## src/rtl/shift_pla_atanh.sv

```systemverilog
// Inverse shift-PLA tanh: x ~= atanh(y) from a leading-zero scan of z = 1-|y|; latency L+3 cycles (L = shifts, 0..2*SAT_K).
// One operand in flight; in_ready is low from accept until the result is taken, out_valid holds until out_ready.
module shift_pla_atanh #(
  parameter int W_IN  = 16,
  parameter int W_OUT = 16,
  parameter int OUT_I = 4,
  parameter int SAT_K = 4
) (
  input  logic              clock,
  input  logic              resetn,
  input  logic [W_IN-1:0]   in_data,
  input  logic              in_valid,
  output logic              in_ready,
  output logic [W_OUT-1:0]  out_data,
  output logic              out_valid,
  input  logic              out_ready,
  output logic              out_sat
);

  localparam int F     = W_IN - 1;
  localparam int OUT_F = W_OUT - OUT_I;
  localparam int LIM   = 2 * SAT_K;
  localparam int LW    = $clog2(LIM + 1);
  localparam int SH    = W_IN - OUT_F;
  localparam int NW    = W_IN + LW;

  localparam logic [W_IN-1:0]  ONE     = {1'b1, {F{1'b0}}};
  localparam logic [LW-1:0]    LIM_L   = (LW)'(LIM);
  localparam logic [W_OUT-1:0] POS_MAX = {1'b0, {(W_OUT-1){1'b1}}};

  typedef enum logic [1:0] {IDLE, NORM, CALC, DONE} state_t;

  state_t           state_q, state_d;
  logic [W_IN-1:0]  z_q, z_d;
  logic [LW-1:0]    l_q, l_d;
  logic             sign_q, sign_d;
  logic [W_OUT-1:0] data_q, data_d;
  logic             sat_q, sat_d;

  logic [W_IN-1:0]  abs_y;
  logic             z_zero;
  logic             sat_c;
  logic [NW-1:0]    num;
  logic [NW-1:0]    mag_full;
  logic             over;
  logic [W_OUT-1:0] mag;

  always_comb begin
    abs_y    = in_data[W_IN-1] ? -in_data : in_data;
    z_zero   = (z_q == '0);
    sat_c    = z_zero || (l_q >= LIM_L);
    // (L+1-n)/2 in output scaling: L*2^F minus the fraction of normalized z
    num      = {1'b0, l_q, {F{1'b0}}} - {{(LW+1){1'b0}}, z_q[F-1:0]};
    mag_full = num >> SH;
    over     = {{W_OUT{1'b0}}, mag_full} > {{NW{1'b0}}, POS_MAX};
    mag      = over ? POS_MAX : (W_OUT)'(mag_full);
  end

  always_comb begin
    state_d = state_q;
    z_d     = z_q;
    l_d     = l_q;
    sign_d  = sign_q;
    data_d  = data_q;
    sat_d   = sat_q;
    case (state_q)
      IDLE: begin
        if (in_valid) begin
          sign_d  = in_data[W_IN-1];
          z_d     = ONE - abs_y;
          l_d     = '0;
          state_d = NORM;
        end
      end
      NORM: begin
        if (z_q[W_IN-1] || z_zero || (l_q == LIM_L)) begin
          state_d = CALC;
        end else begin
          z_d = z_q << 1;
          l_d = l_q + 1'b1;
        end
      end
      CALC: begin
        if (sat_c) begin
          data_d = sign_q ? -POS_MAX : POS_MAX;
          sat_d  = 1'b1;
        end else begin
          data_d = sign_q ? -mag : mag;
          sat_d  = over;
        end
        state_d = DONE;
      end
      DONE: begin
        if (out_ready) state_d = IDLE;
      end
      default: state_d = IDLE;
    endcase
  end

  always_ff @(posedge clock) begin
    if (!resetn) begin
      state_q <= IDLE;
      z_q     <= '0;
      l_q     <= '0;
      sign_q  <= 1'b0;
      data_q  <= '0;
      sat_q   <= 1'b0;
    end else begin
      state_q <= state_d;
      z_q     <= z_d;
      l_q     <= l_d;
      sign_q  <= sign_d;
      data_q  <= data_d;
      sat_q   <= sat_d;
    end
  end

  assign in_ready  = (state_q == IDLE);
  assign out_valid = (state_q == DONE);
  assign out_data  = data_q;
  assign out_sat   = sat_q;

endmodule

```

## config.mk

```make
export PLATFORM = sky130hd
export DESIGN_NAME = shift_pla_atanh
export DESIGN_NICKNAME = d
export VERILOG_FILES = /design/src/rtl/shift_pla_atanh.sv
export SDC_FILE = /design/constraint.sdc
export NUM_CORES = 1
export LEC_CHECK = 0
export CAP_MARGIN = 20
export CORE_UTILIZATION = 51
export DETAILED_ROUTE_END_ITERATION = 8
export PLACE_DENSITY = 0.73
export SLEW_MARGIN = 15
export SYNTH_ARGS = -nofsm -noshare
export SYNTH_HDL_FRONTEND = slang
export SYNTH_SLANG_ARGS = --single-unit
```

## constraint.sdc

```tcl
create_clock -name clock -period 10.4 [get_ports clock]
set_clock_uncertainty 0.15 [all_clocks]
set_input_delay 3.12 -clock clock [delete_from_list [all_inputs] [get_ports clock]]
set_output_delay 3.12 -clock clock [all_outputs]
set_load 0.01 [all_outputs]
```

Word level (Yosys, flattened, before mapping)
Cells that the tools add are included.

storage, ports and cells
  flip-flop bits (word level) = 40
  word-level logic and storage cells = 46
  output and inout port bits = 19
  bits of input ports = 20

operators by class
  reduce and logical (&&, ||, !) cells = 9
  add/sub/neg operators = 5
  order comparisons = 2
  multiplexer cells = 16
  equality and inequality tests = 8

operators by type and width
  cell                                                                      count
  16-bit 2-to-1 mux                                                         7
  16-bit negation                                                           2
  16-bit one-hot mux with 2 select lines                                    1
  19-bit by 15-bit subtractor with 20-bit output                            1
  16-bit by 15-bit > comparator with 1-bit output (second input constant)   1
  16-bit logical NOT                                                        1
  16-bit subtractor (first input constant)                                  1
  4-bit 2-to-1 mux                                                          2
  2-bit one-hot mux with 4 select lines                                     1
  4-bit one-hot mux with 2 select lines                                     1
  2-bit 2-to-1 mux                                                          3
  2-bit inequality test (second input constant)                             3
  3-bit AND reduction                                                       2
  4-bit by 1-bit adder with 4-bit output (second input constant)            1
  2-bit == test (second input constant)                                     2
  4-bit == test (second input constant)                                     1
  4-bit greater-or-equal comparator (second input constant)                 1
  1-bit logical OR                                                          3
  2-bit by 1-bit == test with 1-bit output (second input constant)          1
  2-bit logical NOT                                                         1
  2-bit by 1-bit inequality test with 1-bit output (second input constant)  1
  2-bit AND reduction                                                       1
  2-bit nonzero test                                                        1
  1-bit 2-to-1 mux                                                          1

Logic depth before layout (Yosys ltp)
Gate-level depths: netlist of the first run.

  depth after elaboration = 6
  depth in mapped cells = 12
  depth with buffers taken out = 11

Worst setup path before layout of the first run
Ideal clock, no wire load.

  path kind = input to register
  from = input in_data[0]
  to = register z_q[15]
  path buffers = 1
  setup time = 74 ps
  arrival = 5404 ps
  slack = 4771 ps
  cell stages on the path = 11
  path through = inv_1 ha_1 or3b_2 clkbuf_1 nor4_1 a211oi_1 nor3_1 nand4_1 xnor2_1 or3_1 a31oi_1

between the ends
  longest elaborated chain between the ends = 5

RTL lines
  what                                      RTL line  RTL
  start, declared                           11        input logic [W_IN-1:0] in_data,
  16-bit negation                           49        abs_y = in_data[W_IN-1] ? -in_data : in_data;
  16-bit 2-to-1 mux *                       49
  16-bit subtractor *                       70        z_d = ONE - abs_y;
  16-bit 2-to-1 mux *                       68        if (in_valid) begin
  16-bit one-hot mux with 2 select lines *  66        case (state_q)
  end signal, assigned                      110       z_q <= z_d;
  end, declared                             34        logic [W_IN-1:0] z_q, z_d;

Mark *: on every way between the ends. The rest lies on a longest branch, timed or not. The select of a mux whose other input is x is not followed.
A chain may end at the register's enable or synchronous reset.

Final worst setup path of the first run
  from = input in_data[15]
  to = register z_q[15]

The elaborated chain is that of the path after synthesis.

==> metrics.txt, run 1 <==
DIE WIDTH=85.16 um; number of antenna violations at the first check in global routing=0; first-pass detailed-route iteration total=5; total number of clock tree sinks=40; share of flip-flops with an asynchronous set or reset=0; required time of the worst setup path=10.45 ns; post-route ant nets=0; worst hold margin=0.2975 ns; placeable core region=0.006495 mm^2; Most used DFF post-synth=sky130_fd_sc_hd__dfxtp_1; multi-input combinational cell area=0.002495 mm^2; leakage power=1.380 nW; number of register bits inferred by synthesis=40; number of buffers inserted during clock tree synthesis=5; count of port buffers added during placement=38; global-route total usage across every layer=0.2268; clock tree from TritonCTS=built; Setup Fix Bufs, Post-CTS=0; maximum clock frequency=162.3 MHz; Post-synth EDFFs=0; final wirelength=8.043 mm; Filler Cells Inserted=612; DR iter-0 viols=146; latest clock arrival within the worst-skew pair=0.30 ns; start-to-end type of the worst setup path=in -> reg; count of endpoints failing setup in the final report=0; area overhead of the layout relative to synthesis=12.45%; top cells by instance count after synthesis=sky130_fd_sc_hd__nand2_1 (50), sky130_fd_sc_hd__a21oi_1 (49), sky130_fd_sc_hd__nor2_1 (47); overflow left after global routing=0; Critical Path Fanout Max=28; Resize count post-CTS=0; maximum buffer depth of the clock tree=2; total negative slack=0 ns; setup slack after placement=3.971 ns; wire length of the first global-routing pass=13.56 mm; power density normalized to cell area=288.9 mW/mm^2; count of inserted antenna diode cells=0; grt met1 use=0.2768; final weighted congestion in routability-driven placement=0.9291; Top-Level Pins=39; vertical die dimension=85.16 um; Sequential cell area=800.8 um^2; Slew Limit Fails=0; fraction of layout cells with a size suffix above 1=0.07724; Yosys top cell by area=sky130_fd_sc_hd__dfxtp_1; portion of the clock cycle consumed by the worst path in the final layout=0.5924; wire per inst=14.14 um; met2 track demand over resource in global routing=0.4157; initial cell density of the core=0.5431; net count of the mapped netlist=512; nets@finish=520; Worst-Margin Slew=1.038 ns; highest-utilization routing layer at the global route stage=met2; data arrival time of the critical path=6.21 ns; R2R Setup Slk=6.88 ns; leading post-synthesis cells by cell area=sky130_fd_sc_hd__dfxtp_1 (23%), sky130_fd_sc_hd__a21oi_1 (7.0%), sky130_fd_sc_hd__nand2_1 (5.3%); Final HPWL DP=6.072 mm; Post-Synthesis Cell Area=0.003527 mm^2; area share of the largest cell type after synthesis=0.2270; Die ar.=0.007252 mm^2; clock transition at the register clock pins on the worst setup and hold paths after CTS=0.08 ns; RSZ-0062 raised after global routing=no; average instance area after synthesis=7.303 um^2; maximum number of pins on one net before global-route repair=33; DRC violations left=0; outcome=finished clean; fin worst setup slack=4.239 ns; yosys synthesis warning count=0; kind of start point of the critical path=primary input; number of cell rows=29; Hold-fix buffers, CTS=0; H-tree depth reported by CTS=2; buffer cell driving the clock tree root=sky130_fd_sc_hd__clkbuf_8; sequential area share after synthesis=0.2270; number of max-cap violations=0; capturing element type of the critical path=flop; number of hold violations in the final report=0; via count of the first global-routing pass=3,014; path class of the lowest-slack min-delay path=reg -> reg; most common cell in the synthesized netlist=sky130_fd_sc_hd__nand2_1; met3 track utilization from global routing=0.02821; routed via count divided by cell count=5.928; routed via count=3,373; worst reg2reg path depth=11; worst hold stages=2; largest voltage drop on the vdd net=0.0001636 V; Syn Inst Count=483; relative slew slack=0.3078; unique cell type count in the Yosys netlist=73; post-layout min period=6.161 ns
worst paths after layout:
kind,start,end
worst max-delay path,in_data[15],z_q[15]
worst min-delay path,out_data[9],out_data[9]
worst max register to register,z_q[0],out_data[8]
worst min register to register,out_data[9],out_data[9]
layout by cell type, fill, tap and decap left out, types with 8 or more instances in the layout:
cell / count
sky130_fd_sc_hd__nand2_1: 50
sky130_fd_sc_hd__a21oi_1: 49
sky130_fd_sc_hd__nor2_1: 47
sky130_fd_sc_hd__dfxtp_1: 40
sky130_fd_sc_hd__clkdlybuf4s50_1: 38
sky130_fd_sc_hd__o21ai_0: 22
sky130_fd_sc_hd__xnor2_1: 20
sky130_fd_sc_hd__nand3_1: 18
sky130_fd_sc_hd__nor3_1: 18
sky130_fd_sc_hd__nand2b_1: 15
sky130_fd_sc_hd__inv_1: 14
sky130_fd_sc_hd__xor2_1: 13
sky130_fd_sc_hd__ha_1: 9
sky130_fd_sc_hd__mux2i_1: 8
sky130_fd_sc_hd__a211oi_1: 8
sky130_fd_sc_hd__o211ai_1: 8
power by group:
group	internal [mW]	leakage (nW)	switching [mW]	total, mW
sequential	0.202	0.327	0.0598	0.262
combinational	0.292	0.989	0.450	0.742
clock	0.0847	0.0645	0.0571	0.142
total	0.579	1.38	0.567	1.15
worst max-delay path, stage by stage:
cell,delay [ns]
sky130_fd_sc_hd__clkdlybuf4s50_1,1.10
sky130_fd_sc_hd__o31ai_1,0.31
sky130_fd_sc_hd__xor2_1,0.31
sky130_fd_sc_hd__nand2b_1,0.15
sky130_fd_sc_hd__nor3_1,0.44
sky130_fd_sc_hd__nand4_1,0.18
sky130_fd_sc_hd__xnor2_1,0.16
sky130_fd_sc_hd__or3_1,0.31
sky130_fd_sc_hd__a31oi_1,0.12
kinds of logic (layout without fill, tap and decap cells):
logic type,after synthesis,count (layout),share of synthesized area
and+or+nand+nor,198,198,0.3001
AOI/OAI and AO/OA,140,140,0.2664
buffers and inverters,54,63,0.06563
DFF,40,40,0.2270
xor gates and xnor gates,33,33,0.08194
adders and majority gates,9,9,0.03193
muxes,9,9,0.02696
state kept, by name, indices dropped and copies added, names as in the netlist:
| name | cells |
|---|---|
| out_sat | 1 |
| sign_q | 1 |
| state_q | 2 |
| l_q | 4 |
| z_q | 16 |
| out_data | 16 |
layer usage:
metal	part of all wire	wire length [um]
met1	0.47	3818
met2	0.48	3874
met3	0.034	275
met4	0.0092	74
met5	0	0
layout make-up:
type | instances | area share
multi-input cells | 389 | 0.6290
repair buffers | 39 | 0.09779
well taps | 77 | 0.02429
clock inverters | 1 | 0.007571
inverters | 16 | 0.01514
clock buffers | 7 | 0.02429
flip-flops and latches | 40 | 0.2019
per-stage QoR:
step	util	power [mW]	cell area (um^2)	instances
6_report	0.6107	1.146	3966	569
5_1_grt	0.6107	1.244	3966	569
4_1_cts	0.6095	1.139	3959	568
3_5_place_dp	0.5901	0.9940	3832	560
3_3_place_gp	0.5901	0.9851	3832	560
2_1_floorplan	-	0.8460	3527	483
Note: power is estimated with default switching activity, not from simulation.
==> run 2: changes to the inputs <==
==> constraint.sdc (replaced) <==
create_clock -name clock -period 6.44 [get_ports clock]
set_clock_uncertainty 0.15 [all_clocks]
set_input_delay 1.932 -clock clock [delete_from_list [all_inputs] [get_ports clock]]
set_output_delay 1.932 -clock clock [all_outputs]
set_load 0.01 [all_outputs]
==> run 2 against run 1 <==
Net effect:
- via count is 1.1% higher
- sequential share of layout area is 0.13 points higher
- hold slack better by 0.00096 ns
- clock power is 29% higher
- routed wire length is 1.5% higher
- first-iteration DRC count is 5.5% higher
- die area stayed put
- sequential power is 62% higher
- core utilization is 0.40 points lower
- setup slack worse by 2.8 ns
- critical path depth is 2 higher
- critical path type unchanged
- largest cell class unchanged
- highest routed layer unchanged
==> metrics.txt, run 2 (same netlist as run 1, synthesis figures left out) <==
outcome=finished clean; Top-Level Pins=39; latest clock arrival within the worst-skew pair=0.30 ns; fraction of layout cells with a size suffix above 1=0.07927; DIE WIDTH=85.16 um; launch point of the worst path=in_data[0]; end point of the critical path=z_q[15]; Reg power frac=0.237; R2R Setup Slk=2.92 ns; number of hold violations in the final report=0; power density normalized to cell area=456.5 mW/mm^2; clock share of power=0.102; number of buffers inserted during clock tree synthesis=5; r2r startpoint=z_q[0]; routed via count divided by cell count=5.995; Final HPWL DP=6.132 mm; count of inserted antenna diode cells=0; vertical die dimension=85.16 um; setup slack after placement=1.211 ns; number of max-cap violations=0; total power after layout=1.799 mW; number of antenna violations at the first check in global routing=0; count of port buffers added during placement=38; clock tree from TritonCTS=built; final weighted congestion in routability-driven placement=0.8629; Die ar.=0.007252 mm^2; path class of the lowest-slack min-delay path=reg -> reg; area overhead of the layout relative to synthesis=11.71%; fin worst setup slack=1.469 ns; DRC violations left=0; crit-path cells=clkdlybuf4s50_1, inv_1, ha_1, or3b_2, nor4_1, a211oi_1, nor3_1, nand4_1, xnor2_1, or3_1, a31oi_1; routed via count=3,411; total number of clock tree sinks=40; net switching power=0.9172 mW; fraction of power spent switching nets=0.5099; buffer cell driving the clock tree root=sky130_fd_sc_hd__clkbuf_8; placeable core region=0.006495 mm^2; Gate power share=0.662; reg-to-reg endpoint=out_data[8]; RSZ-0062 raised after global routing=no; capturing element type of the critical path=flop; wire per inst=14.35 um; relative slew slack=0.3258; initial cell density of the core=0.5431; design internal power=0.8815 mW; highest cell delay on the worst timing path=0.55 ns; data arrival time of the critical path=5.01 ns; post-layout min period=4.971 ns; first-pass detailed-route iteration total=4; via count of the first global-routing pass=3,069; Setup Fix Bufs, Post-CTS=0; largest voltage drop on the vdd net=0.0002426 V; startpoint of the lowest-slack hold path=out_data[9]; Resize count post-CTS=0; Worst-Margin Slew=1.011 ns; Slew Limit Fails=0; global-route total usage across every layer=0.2337; maximum clock frequency=201.2 MHz; DR iter-0 viols=154; post-route ant nets=0; clock transition at the register clock pins on the worst setup and hold paths after CTS=0.08 ns; start-to-end type of the worst setup path=in -> reg; total negative slack=0 ns; portion of the clock cycle consumed by the worst path in the final layout=0.7718; kind of start point of the critical path=primary input; leakage power=1.368 nW; maximum buffer depth of the clock tree=2; Hold-fix buffers, CTS=0; overflow left after global routing=0; final wirelength=8.166 mm; slowest cell on the critical path=sky130_fd_sc_hd__or3b_2; H-tree depth reported by CTS=2; commonest non-fill, non-tap cell in the layout=sky130_fd_sc_hd__nand2_1; Critical Path Fanout Max=7; Cell Count Post-Placement=561; nets@finish=520; worst reg2reg path depth=11; count of endpoints failing setup in the final report=0; required time of the worst setup path=6.48 ns; wire length of the first global-routing pass=13.97 mm; number of cell rows=29; commonest non-fill, non-tap cells in the layout=sky130_fd_sc_hd__nand2_1 (50), sky130_fd_sc_hd__a21oi_1 (49), sky130_fd_sc_hd__nor2_1 (47); maximum number of pins on one net before global-route repair=33; Final Non-Filler Cells=569
==> run 2: changes by cell type in the layout (fill, tap and decap cells not counted), sizes merged <==
cell,delta
inv,+1
clkinv,+1
bufinv,-1
clkbuf,-1
==> run 2: power by group through the flow <==
stage	sequential [mW]	clock, mW	combinational [mW]
2_1_floorplan	0.390	0	0.977
3_3_place_gp	0.425	0	1.16
3_5_place_dp	0.429	0	1.18
4_1_cts	0.423	0.186	1.18
5_1_grt	0.438	0.197	1.33
6_report	0.425	0.183	1.19
==> run 2: worst max-delay path: cells and delay by family <==
kind,cells,cell delay (ns)
adder cells (fa/ha/maj),1,0.25
XOR/XNOR,1,0.17
buffers and inverters,2,0.64
AND/OR/NAND/NOR,5,1.80
AO/OA/AOI/OAI,2,0.23
==> run 2: worst min path at each step <==
stage                     cells after the start  slack (ns)          end
after global placement                        2        0.29  out_data[9]
after CTS                                     2        0.30  out_data[9]
after floorplan                               2        0.29       z_q[3]
after detailed placement                      2        0.29  out_data[9]
final                                         2        0.30  out_data[9]
after global routing                          2        0.33  out_data[9]
==> run 2: per-stage QoR <==
step             util  hold slack [ns]  cell area [um^2]
4_1_cts        0.6060           0.3011              3936
3_5_place_dp   0.5912           0.2895              3840
6_report       0.6066           0.2984              3940
3_3_place_gp   0.5912           0.2859              3840
5_1_grt        0.6066           0.3290              3940
2_1_floorplan       -           0.2946              3527
==> run 2: layout make-up <==
type                    count  area (um^2)
inverters                  16        60.06
clock inverters             2        13.76
repair buffers             39        387.9
multi-input cells         389         2499
well taps                  77        96.34
clock buffers               6        82.58
fillers                   607         2555
flip-flops and latches     40        800.8
==> run 2: layer usage <==
layer | up-vias | track usage | share of wire
met5 | - | 0 | 0
met4 | 0 | 0.07242 | 0.015
met3 | 10 | 0.02626 | 0.036
met2 | 80 | 0.4216 | 0.48
met1 | 1563 | 0.2906 | 0.47
li1 | 1758 | - | -
==> run 3: changes to the inputs <==
--- a/config.mk
+++ b/config.mk
@@ -8,7 +8,7 @@
 export CAP_MARGIN = 20
 export CORE_UTILIZATION = 51
 export DETAILED_ROUTE_END_ITERATION = 8
-export PLACE_DENSITY = 0.73
+export PLACE_DENSITY = 0.76
 export SLEW_MARGIN = 15
 export SYNTH_ARGS = -nofsm -noshare
 export SYNTH_HDL_FRONTEND = slang
==> constraint.sdc (replaced) <==
create_clock -name clock -period 4.23 [get_ports clock]
set_clock_uncertainty 0.15 [all_clocks]
set_input_delay 1.269 -clock clock [delete_from_list [all_inputs] [get_ports clock]]
set_output_delay 1.269 -clock clock [all_outputs]
set_load 0.01 [all_outputs]
==> run 3 against run 2 <==
Net effect:
- hold slack lost 0.00084 ns
- first-iteration DRC count shrank 3.2%
- sequential power grew 53%
- register-to-register slack lost 2.2 ns
- combinational power grew 56%
- count of clock-buffer cells in the layout is the same
- final cell count grew 3.7%
- non-clock buffer count grew 22
- via count grew 3.1%
- global-route usage grew 0.77 points
- critical path depth is the same
- sequential share of layout area shrank 0.77 points
- highest routed layer unchanged
==> metrics.txt, run 3 (same netlist as run 1, synthesis figures left out) <==
count of inserted antenna diode cells=0; commonest non-fill, non-tap cells in the layout=sky130_fd_sc_hd__nand2_1 (50), sky130_fd_sc_hd__a21oi_1 (49), sky130_fd_sc_hd__nor2_1 (47); portion of the clock cycle consumed by the worst path in the final layout=0.9183; reg-to-reg endpoint=out_data[8]; Top-Level Pins=39; data arrival time of the critical path=3.96 ns; Gate power share=0.676; number of buffers inserted during clock tree synthesis=5; slowest cell on the critical path=sky130_fd_sc_hd__or3b_2; outcome=finished clean; number of cell rows=29; Resize count post-CTS=0; worst-case hold path end point=out_data[13]; leakage power=1.470 nW; overflow left after global routing=0; number of hold violations in the final report=0; net switching power=1.395 mW; number of buffers and inverters on the critical path=2; number of antenna violations at the first check in global routing=0; worst hold margin=0.2976 ns; Cell Count Post-Placement=582; relative slew slack=0.3576; R2R Setup Slk=0.76 ns; path class of the lowest-slack min-delay path=reg -> reg; count of endpoints failing setup in the final report=0; power density normalized to cell area=672.0 mW/mm^2; clock tree from TritonCTS=built; Worst-Margin Slew=0.9623 ns; start-to-end type of the worst setup path=in -> reg; H-tree depth reported by CTS=2; DRC violations left=0; final wirelength=8.376 mm; required time of the worst setup path=4.30 ns; wire per inst=14.20 um; worst reg2reg path depth=11; r2r startpoint=z_q[0]; via count of the first global-routing pass=3,253; kind of start point of the critical path=primary input; clock transition at the register clock pins on the worst setup and hold paths after CTS=0.08 ns; area overhead of the layout relative to synthesis=16.11%; startpoint of the lowest-slack hold path=out_data[13]; fraction of power spent switching nets=0.5069; highest cell delay on the worst timing path=0.54 ns; count of port buffers added during placement=38; Setup Fix Bufs, Post-CTS=0; maximum number of pins on one net before global-route repair=32; largest voltage drop on the vdd net=0.0003073 V; CP delay by family, top=simple AND/OR/NAND/NOR gates; post-route ant nets=0; Hold-fix buffers, CTS=0; Final HPWL DP=6.398 mm; Filler Cells Inserted=602; worst hold stages=2; crit-path cells=clkdlybuf4s50_1, inv_1, ha_1, or3b_2, o41ai_2, xnor2_1, nor3b_4, nand4_1, xnor2_1, or3_1, a31oi_1; routed via count=3,517; post-layout min period=3.884 ns; RSZ-0062 raised after global routing=no; Die ar.=0.007252 mm^2; routed via count divided by cell count=5.961; final weighted congestion in routability-driven placement=0.8918; Critical Path Fanout Max=7; total negative slack=0 ns; clock share of power=0.088; critical path's most frequent cell=sky130_fd_sc_hd__xnor2_1; capturing element type of the critical path=flop; commonest non-fill, non-tap cell in the layout=sky130_fd_sc_hd__nand2_1; maximum buffer depth of the clock tree=2; DIE WIDTH=85.16 um; first-pass detailed-route iteration total=4; Reg power frac=0.236; nets@finish=542; latest clock arrival within the worst-skew pair=0.29 ns; placeable core region=0.006495 mm^2; buffer cell driving the clock tree root=sky130_fd_sc_hd__clkbuf_8; fraction of layout cells with a size suffix above 1=0.1131; global-route total usage across every layer=0.2414; wire length of the first global-routing pass=14.39 mm; Final Non-Filler Cells=590; vertical die dimension=85.16 um; total number of clock tree sinks=40; number of max-cap violations=0; design internal power=1.357 mW; DR iter-0 viols=149; maximum clock frequency=257.5 MHz; Slew Limit Fails=0; initial cell density of the core=0.5431
-- run 3: changes by cell type in the layout (fill, tap and decap cells not counted) --
cell / change
sky130_fd_sc_hd__buf_4: +21
sky130_fd_sc_hd__o21ai_1: +1
sky130_fd_sc_hd__inv_6: -1
sky130_fd_sc_hd__clkbuf_1: +1
sky130_fd_sc_hd__o21ai_2: -1
sky130_fd_sc_hd__buf_12: +1
sky130_fd_sc_hd__clkbuf_8: -1
-- run 3: area by class of cell --
cell class | instances | area [um^2] | share of cell area
tap | 77 | 96.34 | 0.02353
clock buffer | 6 | 72.57 | 0.01772
clock inverter | 1 | 5.005 | 0.001222
multi-input combinational | 389 | 2495 | 0.6092
sequential | 40 | 800.8 | 0.1955
timing repair buffer | 61 | 565.5 | 0.1381
inverter | 16 | 60.06 | 0.01467
-- run 3: worst max-delay path by stage --
stage	from	endpoint	slack [ns]	cells after the start
after floorplan	in_data[0]	z_q[15]	0.45	11
after global placement	in_data[0]	z_q[13]	0.15	12
after detailed placement	in_data[0]	z_q[15]	0.04	11
after CTS	in_data[0]	z_q[15]	0.36	11
after global routing	in_data[0]	z_q[15]	0.11	11
final	in_data[0]	z_q[15]	0.35	11
-- run 3: routing by layer --
metal  vias to the layer above  GRT usage  routed length (um)
met5                         -          0                   0
met4                         0    0.06780                  85
met3                         9    0.03307                 321
met2                        84     0.4538                4184
met1                      1614     0.2843                3784
li1                       1810          -                   -
-- run 3: power groups by stage --
stage / clock [mW] / combinational, mW / sequential (mW)
floorplan: 0 / 1.49 / 0.593
global placement: 0 / 1.79 / 0.652
detailed placement: 0 / 1.83 / 0.655
CTS: 0.247 / 1.84 / 0.647
global route: 0.262 / 2.07 / 0.672
finish: 0.242 / 1.86 / 0.650
-- run 3: worst register-to-register path: stages, from the launching register on --
cell and delay, ns:
sky130_fd_sc_hd__dfxtp_1 0.34, sky130_fd_sc_hd__or4_4 0.62, sky130_fd_sc_hd__nor3_4 0.41, sky130_fd_sc_hd__and4_4 0.34, sky130_fd_sc_hd__nor2_2 0.10, sky130_fd_sc_hd__a21oi_1 0.25, sky130_fd_sc_hd__ha_1 0.32, sky130_fd_sc_hd__o221ai_2 0.20
sky130_fd_sc_hd__mux2i_1 0.22, sky130_fd_sc_hd__xor2_1 0.17, sky130_fd_sc_hd__a31oi_1 0.10, sky130_fd_sc_hd__a21oi_1 0.18
-- run 3: per-stage QoR --
step / setup slack (ns) / util / cell area (um^2) / power, mW
floorplan: 0.4523 / - / 3527 / 2.080
global placement: 0.1495 / 0.6174 / 4010 / 2.446
detailed placement: 0.03737 / 0.6174 / 4010 / 2.486
CTS: 0.3559 / 0.6294 / 4088 / 2.734
global route: 0.1085 / 0.6305 / 4095 / 3.000
finish: 0.3458 / 0.6305 / 4095 / 2.752
